[config.mk]
export PLATFORM = sky130hd
export DESIGN_NAME = nibble_serial_sub_ctrl
export DESIGN_NICKNAME = d
export VERILOG_FILES = /design/src/rtl/sub_ctrl_pkg.sv /design/src/rtl/nibble_sub_stage.sv /design/src/rtl/nibble_serial_sub_ctrl.sv
export SDC_FILE = /design/constraint.sdc
export NUM_CORES = 1
export LEC_CHECK = 0
export ABC_AREA = 1
export CORE_MARGIN = 3
export CORE_UTILIZATION = 35
export CTS_CLUSTER_DIAMETER = 200
export DETAILED_ROUTE_END_ITERATION = 8
export DONT_BUFFER_PORTS = 1
export PLACE_DENSITY = 0.52
export SLEW_MARGIN = 15
export SYNTH_ARGS = -nofsm -noshare
export SYNTH_HDL_FRONTEND = slang
export SYNTH_SLANG_ARGS = --single-unit
[constraint.sdc]
create_clock -name clk -period 3.5 [get_ports clk]
set_clock_uncertainty 0.1 [all_clocks]
set_input_delay 0 -clock clk [delete_from_list [all_inputs] [get_ports clk]]
set_output_delay 0 -clock clk [all_outputs]
set_load 0.02 [all_outputs]
[src/rtl/sub_ctrl_pkg.sv]
// Shared types and constants for the nibble-serial subtract sequencer.
// Holds the FSM state encoding and the width of one arithmetic slice.
package sub_ctrl_pkg;

  localparam int NIBBLE_W = 4;

  // Encoding 2'd3 is never entered; the FSM treats it as a fault and returns to idle.
  typedef enum logic [1:0] {
    ST_IDLE = 2'd0,
    ST_RUN  = 2'd1,
    ST_DONE = 2'd2
  } state_e;

endpackage

[src/rtl/nibble_sub_stage.sv]
// 4-bit combinational ripple-borrow subtract stage: {bout, d4} = a4 - b4 - bin.
// Built bit by bit so the borrow chain is explicit.
module nibble_sub_stage
  import sub_ctrl_pkg::*;
(
  input  logic [NIBBLE_W-1:0] a4,
  input  logic [NIBBLE_W-1:0] b4,
  input  logic                bin,
  output logic [NIBBLE_W-1:0] d4,
  output logic                bout
);

  logic [NIBBLE_W:0] br;

  always_comb begin
    br[0] = bin;
    for (int i = 0; i < NIBBLE_W; i++) begin
      d4[i]   = a4[i] ^ b4[i] ^ br[i];
      // Borrow out when a<b at this bit, or the bits are equal and a borrow is pending.
      br[i+1] = (~a4[i] & b4[i]) | (~(a4[i] ^ b4[i]) & br[i]);
    end
    bout = br[NIBBLE_W];
  end

endmodule

[src/rtl/nibble_serial_sub_ctrl.sv]
// Wide subtraction a - b - borrow_in computed one nibble per clock, LSB first,
// through a single shared 4-bit stage, with valid/ready command and result sides.
module nibble_serial_sub_ctrl
  import sub_ctrl_pkg::*;
#(
  parameter  int NIBBLES = 4,
  localparam int W       = NIBBLE_W * NIBBLES,
  localparam int IDX_W   = $clog2(NIBBLES)
) (
  input  logic         clk,
  input  logic         rst,
  input  logic         start_valid,
  output logic         start_ready,
  input  logic [W-1:0] a,
  input  logic [W-1:0] b,
  input  logic         borrow_in,
  output logic         busy,
  output logic         result_valid,
  input  logic         result_ready,
  output logic [W-1:0] diff,
  output logic         borrow_out,
  output logic         zero
);

  state_e             state_q, state_d;
  logic [IDX_W-1:0]   idx_q, idx_d;
  logic [W-1:0]       a_q, a_d;
  logic [W-1:0]       b_q, b_d;
  logic               borrow_q, borrow_d;
  logic [W-1:0]       diff_q, diff_d;
  logic               borrow_out_q, borrow_out_d;
  logic               zero_q, zero_d;

  logic [NIBBLE_W-1:0] a_nib, b_nib, d_nib;
  logic                stage_bout;
  logic [W-1:0]        diff_upd;
  logic                last_nib;

  nibble_sub_stage u_stage (
    .a4   (a_nib),
    .b4   (b_nib),
    .bin  (borrow_q),
    .d4   (d_nib),
    .bout (stage_bout)
  );

  assign last_nib = (idx_q == IDX_W'(NIBBLES - 1));

  // NOTE: every signal written in an always_comb gets a default first, so no
  // path through the block leaves it unassigned and no latch is inferred.
  always_comb begin
    a_nib    = '0;
    b_nib    = '0;
    diff_upd = diff_q;
    for (int i = 0; i < NIBBLES; i++) begin
      if (idx_q == IDX_W'(i)) begin
        a_nib                          = a_q[i*NIBBLE_W +: NIBBLE_W];
        b_nib                          = b_q[i*NIBBLE_W +: NIBBLE_W];
        diff_upd[i*NIBBLE_W +: NIBBLE_W] = d_nib;
      end
    end
  end

  always_comb begin
    state_d      = state_q;
    idx_d        = idx_q;
    a_d          = a_q;
    b_d          = b_q;
    borrow_d     = borrow_q;
    diff_d       = diff_q;
    borrow_out_d = borrow_out_q;
    zero_d       = zero_q;

    unique case (state_q)
      ST_IDLE: begin
        if (start_valid) begin
          state_d  = ST_RUN;
          a_d      = a;
          b_d      = b;
          borrow_d = borrow_in;
          idx_d    = '0;
        end
      end
      ST_RUN: begin
        diff_d   = diff_upd;
        borrow_d = stage_bout;
        if (last_nib) begin
          // zero looks at the merged word so the final nibble is included.
          state_d      = ST_DONE;
          borrow_out_d = stage_bout;
          zero_d       = (diff_upd == '0);
        end else begin
          idx_d = idx_q + IDX_W'(1);
        end
      end
      ST_DONE: begin
        if (result_ready) state_d = ST_IDLE;
      end
      default: state_d = ST_IDLE;
    endcase
  end

  // NOTE: sequential state uses non-blocking assignments so every flop samples
  // the pre-edge value of the others, matching the hardware it describes.
  always_ff @(posedge clk or posedge rst) begin
    if (rst) begin
      // NOTE: the result registers are cleared too, so an aborted operation
      // never leaves a partial difference visible after reset.
      state_q      <= ST_IDLE;
      idx_q        <= '0;
      a_q          <= '0;
      b_q          <= '0;
      borrow_q     <= 1'b0;
      diff_q       <= '0;
      borrow_out_q <= 1'b0;
      zero_q       <= 1'b0;
    end else begin
      state_q      <= state_d;
      idx_q        <= idx_d;
      a_q          <= a_d;
      b_q          <= b_d;
      borrow_q     <= borrow_d;
      diff_q       <= diff_d;
      borrow_out_q <= borrow_out_d;
      zero_q       <= zero_d;
    end
  end

  assign start_ready  = (state_q == ST_IDLE);
  assign busy         = (state_q == ST_RUN) || (state_q == ST_DONE);
  assign result_valid = (state_q == ST_DONE);
  assign diff         = diff_q;
  assign borrow_out   = borrow_out_q;
  assign zero         = zero_q;

endmodule

# [Word-level counts from Yosys, hierarchy flattened]
# Cells that the tools add are included.
[totals] reg_bits=55 output_inout_bits=21 word_cells=77
[classes] addsub=1 bitwise=28 muxes=21 n_eq_ne=9 reduce_logical=10
[ops] operator="4-bit two-way mux" count=12
[ops] operator="16-bit logical NOT" count=1
[ops] operator="2-bit two-way mux" count=5
[ops] operator="1-bit AND" count=8
[ops] operator="1-bit inverter" count=8
[ops] operator="1-bit XOR" count=8
[ops] operator="2-bit == test, second input constant" count=3
[ops] operator="2-bit != test, second input constant" count=3
[ops] operator="2-bit one-hot mux with 3 select lines" count=1
[ops] operator="2-bit AND reduction" count=3
[ops] operator="3-bit AND reduction" count=2
[ops] operator="2-bit by 1-bit == test with 1-bit output, second input constant" count=2
[ops] operator="2-bit logical NOT" count=2
[ops] operator="1-bit bitwise OR" count=4
[ops] operator="2-bit one-hot mux with 2 select lines" count=1
[ops] operator="2-bit by 1-bit adder with 2-bit output, second input constant" count=1
[ops] operator="2-bit by 1-bit != test with 1-bit output, second input constant" count=1
[ops] operator="1-bit one-hot mux with 2 select lines" count=1
[ops] operator="2-bit nonzero test" count=1
[ops] operator="1-bit logical OR" count=1
[ops] operator="1-bit two-way mux" count=1

# [Depth between registers and ports, before layout]
[logic_depth] ltp_word=16 ltp_mapped=20 depth_no_buf=20

# [By module]
# From an unflattened synthesis, not the netlist that was laid out.
[hier_totals] hier_cells=373 hier_area_um2=2849.0
[modules_own_cells] module="nibble_serial_sub_ctrl" seq_area_each_um2=1376.3 instances=1 cells_per_inst=359 area_each_um2=2731.4
[modules_own_cells] module="nibble_sub_stage" seq_area_each_um2=0.0 instances=1 cells_per_inst=14 area_each_um2=117.6

# [Worst setup path after synthesis]
# No wires, ideal clock.
[synth_path] path_type="reg-to-reg" start="register idx_q[0]" end="register zero_q (netlist: zero)" slack_ns=0.060 path_stages_with_launch=20 t_arrival_ns=3.224 path_buffers=2 setup_ns=0.116 path_cell_list="dfrtp_1 -> inv_1 -> ha_1 -> buf_4 -> buf_2 -> a21oi_1 -> a21oi_1 -> fa_1 -> fa_1 -> fa_1 -> inv_1 -> fa_1 -> inv_1 -> nand2_1 -> nand2_1 -> nor2_1 -> nand2_1 -> nor2_1 -> nand2_1 -> nand2_1"
[synth_between] elab_chain_len=16 elab_cells_between_ends=41
[synth_lines] element="start, declared" line="nibble_serial_sub_ctrl.sv:26" source="logic [IDX_W-1:0] idx_q, idx_d;"
[synth_lines] element="start signal, assigned" line="nibble_serial_sub_ctrl.sv:119" source="idx_q <= idx_d;"
[synth_lines] element="2-bit logical NOT" line="nibble_serial_sub_ctrl.sv:56" source="if (idx_q == IDX_W'(i)) begin"
[synth_lines] element="4-bit two-way mux (4 in series)" line="nibble_serial_sub_ctrl.sv:56"
[synth_lines] element="1-bit XOR" line="nibble_sub_stage.sv:18, nibble_sub_stage.sv:20"
[synth_lines] element="1-bit inverter" line="nibble_sub_stage.sv:20" source="br[i+1] = (~a4[i] & b4[i]) | (~(a4[i] ^ b4[i]) & br[i]);"
[synth_lines] element="1-bit AND" line="nibble_sub_stage.sv:20"
[synth_lines] element="1-bit bitwise OR" line="nibble_sub_stage.sv:20"
[synth_lines] element="1-bit AND" line="nibble_sub_stage.sv:20"
[synth_lines] element="1-bit bitwise OR" line="nibble_sub_stage.sv:20"
[synth_lines] element="1-bit AND" line="nibble_sub_stage.sv:20"
[synth_lines] element="1-bit bitwise OR" line="nibble_sub_stage.sv:20"
[synth_lines] element="1-bit XOR" line="nibble_sub_stage.sv:18" source="d4[i] = a4[i] ^ b4[i] ^ br[i];"
[synth_lines] element="4-bit two-way mux" line="nibble_serial_sub_ctrl.sv:56"
[synth_lines] element="16-bit logical NOT" line="nibble_serial_sub_ctrl.sv:91" source="zero_d = (diff_upd == '0);"
[synth_lines] element="end signal, assigned" line="nibble_serial_sub_ctrl.sv:125" source="zero_q <= zero_d;"
[synth_lines] element="end, declared" line="nibble_serial_sub_ctrl.sv:32" source="logic zero_q, zero_d;"
# Several ways; a longest one is shown, not always the timed one.
# A chain may end at the register's enable or synchronous reset.

# [Worst setup path in the final report]
[layout_path] start="register idx_q[1]" end="register zero_q (netlist: zero)"
# The elaborated chain is that of the path after synthesis.

==> flow_summary.json <==
{
  "dp_hpwl_um": 4890,
  "port_buffers": 0,
  "drive_gt1_share_pct": 11.9,
  "syn_nets": 401,
  "place.gp.congestion": 0.837,
  "avgSynthCellArea_sq_um": 7.77,
  "setup_viol": 0,
  "die_area_sq_um": 8940,
  "critPathCaptureType": "flop",
  "required_ns": 3.60,
  "synth_common_cells": "154 x nand2_1, 55 x dfrtp_1, 28 x o21ai_0",
  "rsz0062_at_grt": "false",
  "wl_um": 7100,
  "vias_per_cell": 4.67,
  "cts_tree": "done",
  "p_leak_nw": 1.75,
  "syn-cell-area_sq_um": 2740,
  "route.detailed.drc": 0,
  "worstSetupStartpointType": "flop",
  "coreArea_sq_um": 7450,
  "grt_max_degree": 43,
  "cts_buffer_depth": 2,
  "fp.dieH_um": 94.5,
  "dp_worst_setup_slack_ns": -0.0467,
  "cpMostUsedCell": "nand2_1",
  "overflow": 0,
  "worst_pin_slew_ns": 0.828,
  "cts_root_buf": "clkbuf_8",
  "worstHoldPathType": "in -> reg",
  "cp_max_fo": 7,
  "area_growth_pct": 29.3,
  "power_density_nw_per_um2": 985,
  "cts_buffers": 5,
  "placementRows": 31,
  "yosysTopAreaCellShare_pct": 50.2,
  "worstSkewPairLatency_ns": 0.31,
  "antenna_found_initial": 0,
  "r2r_start": "idx_q[1]",
  "critPathSlowestCell": "fa_2",
  "clock-sinks": 55,
  "yosys_most_used_dff": "dfrtp_1",
  "vdd_drop_max_uv": 405,
  "cap_violations": 0,
  "finalCritPeriodShare_pct": 94.0,
  "hp-start": "start_valid",
  "setup_ws_ns": 0.209,
  "die_width_um": 94.5,
  "cts_max_level": 2,
  "instances_no_fill": 511,
  "relSlewSlack_pct": 44.7,
  "wl_per_cell_um": 13.9,
  "first_iter_violations": 104,
  "io_pins": 58,
  "vias": 2384,
  "antenna_cells": 0,
  "crit_chain": "buf_4, ha_2, a21oi_1, a22oi_2, fa_2, fa_2, fa_2, inv_1, fa_2, inv_2, nand2_1, nand2_1, nor2_1, nand2_1, nor2_1, nand2_1, nand2_1",
  "dp_cells": 454,
  "slowest_delay_ns": 0.46,
  "synth.most_common_cell": "nand2_1",
  "path_class": "reg -> reg",
  "grt_pass1_wl_um": 12100,
  "cts.clk_slew.worst_paths_ns": 0.10,
  "status": "complete, no violations",
  "fillCellCount": 756,
  "grt_pass1_vias": 2483,
  "layout.nets": 459,
  "startpoint": "idx_q[1]",
  "initial_utilization_pct": 36.8,
  "synth_area_leaders": "dfrtp_1 50%, nand2_1 21%, o21ai_0 5.1%",
  "synth_edf_count": 0,
  "async_reset_ff_share_pct": 100,
  "period_minus_slack_ns": 3.29,
  "synth_warnings": 0,
  "cp.arrival_ns": 3.39,
  "tns_ns": 0,
  "timing.hold.ws_ns": 0.00316,
  "power_w": 0.00349,
  "synth_area_leader_cell": "dfrtp_1",
  "maxSlewViolCount": 0,
  "synthCells": 353,
  "ys_seq_elements": 55,
  "yosysUniqueCellTypes": 18,
  "ant_nets": 0,
  "grtUsageTotal_pct": 17.1,
  "firstDrtPassIters": 4,
  "ys_seq_area_share_pct": 50.2,
  "final_hold_viol_count": 0,
  "fmax_mhz": 304
}
[worst paths after layout]
check	slack, ns	end	cells after the start
max	0.21	zero	17
min	0.003	b_q[4]	4
max reg2reg	0.21	zero	17
min reg2reg	0.38	a_q[15]	2
max in group asynchronous	2.35	diff[8]	3
min in group asynchronous	0.21	b_q[10]	2
[metal layers]
| layer | wire, um | GRT usage [%] | up-vias |
|---|---|---|---|
| met2 | 3350 | 28.0 | 58 |
| li1 | - | - | 1217 |
| met1 | 3230 | 23.1 | 1098 |
| met3 | 406 | 3.59 | 11 |
| met5 | 0 | 0 | - |
| met4 | 107 | 4.69 | 0 |
[logic make-up (layout without fill, tap and decap cells)]
| group | count (synthesis) | count (layout) | synth area share, % |
|---|---|---|---|
| adder cells (fa/ha/maj) | 11 | 11 | 6.11 |
| flip-flops | 55 | 55 | 50.2 |
| AND/OR/NAND/NOR | 182 | 182 | 25.0 |
| buffers and inverters | 44 | 103 | 6.70 |
| AO/OA/AOI/OAI | 61 | 61 | 12.0 |
[power by group]
group          switching (W)  total (W)  internal [W]
combinational        0.00114    0.00193      0.000790
clock               0.000213   0.000356      0.000144
sequential          0.000287    0.00121      0.000919
[placed cells by master, fill, tap and decap left out, types with 3 or more instances in the layout]
| cell type | synthesis | layout |
|---|---|---|
| nand2_1 | 154 | 153 |
| dfrtp_1 | 55 | 54 |
| dlygate4sd3_1 | 0 | 47 |
| nor2_1 | 27 | 27 |
| o21ai_0 | 28 | 27 |
| inv_1 | 26 | 22 |
| buf_4 | 2 | 17 |
| a21oi_1 | 16 | 15 |
| inv_2 | 5 | 9 |
| a31oi_1 | 9 | 9 |
| clkbuf_8 | 0 | 5 |
| fa_2 | 0 | 4 |
| o21ai_1 | 3 | 3 |
| ha_1 | 7 | 3 |
[timing repair]
action                                  4_1_cts  5_1_grt
hold endpoints to repair                     74        0
buffers inserted                              0        2
hold buffers                                 47        0
pin swaps                                     1        2
gates resized for setup                       6       13
endpoints found under the setup margin        1        3
[registers in the layout (all words and copies together) (netlist names)]
signal / cells
diff: 16
idx_q: 2
borrow_out: 1
a_q: 16
zero: 1
state_q: 2
borrow_q: 1
b_q: 16
[final cells by class]
| cell class | count | area, sq um | area share [%] |
|---|---|---|---|
| Clock buffer | 5 | 68.8 | 1.94 |
| Inverter | 31 | 116 | 3.28 |
| Multi-Input combinational cell | 254 | 1240 | 34.9 |
| Clock inverter | 3 | 25.0 | 0.705 |
| Sequential cell | 55 | 1380 | 38.8 |
| Tap cell | 99 | 124 | 3.49 |
| Timing Repair Buffer | 64 | 598 | 16.9 |
[critical path, delay by kind of cell, from the launching register on]
| kind | cells | cell delay (ns) |
|---|---|---|
| fa+ha+maj | 5 | 1.73 |
| flops | 1 | 0.42 |
| simple gates | 7 | 0.37 |
| buf+inv | 3 | 0.30 |
| compound gates | 2 | 0.27 |
[per-stage QoR]
step / util [%] / cell area [sq um]
final: 47.6 / 3550
after global placement: 39.1 / 2910
after global routing: 47.6 / 3550
after detailed placement: 39.1 / 2910
after CTS: 46.8 / 3490
after floorplan: - / 2740
Power figures use the tool's default switching activity.
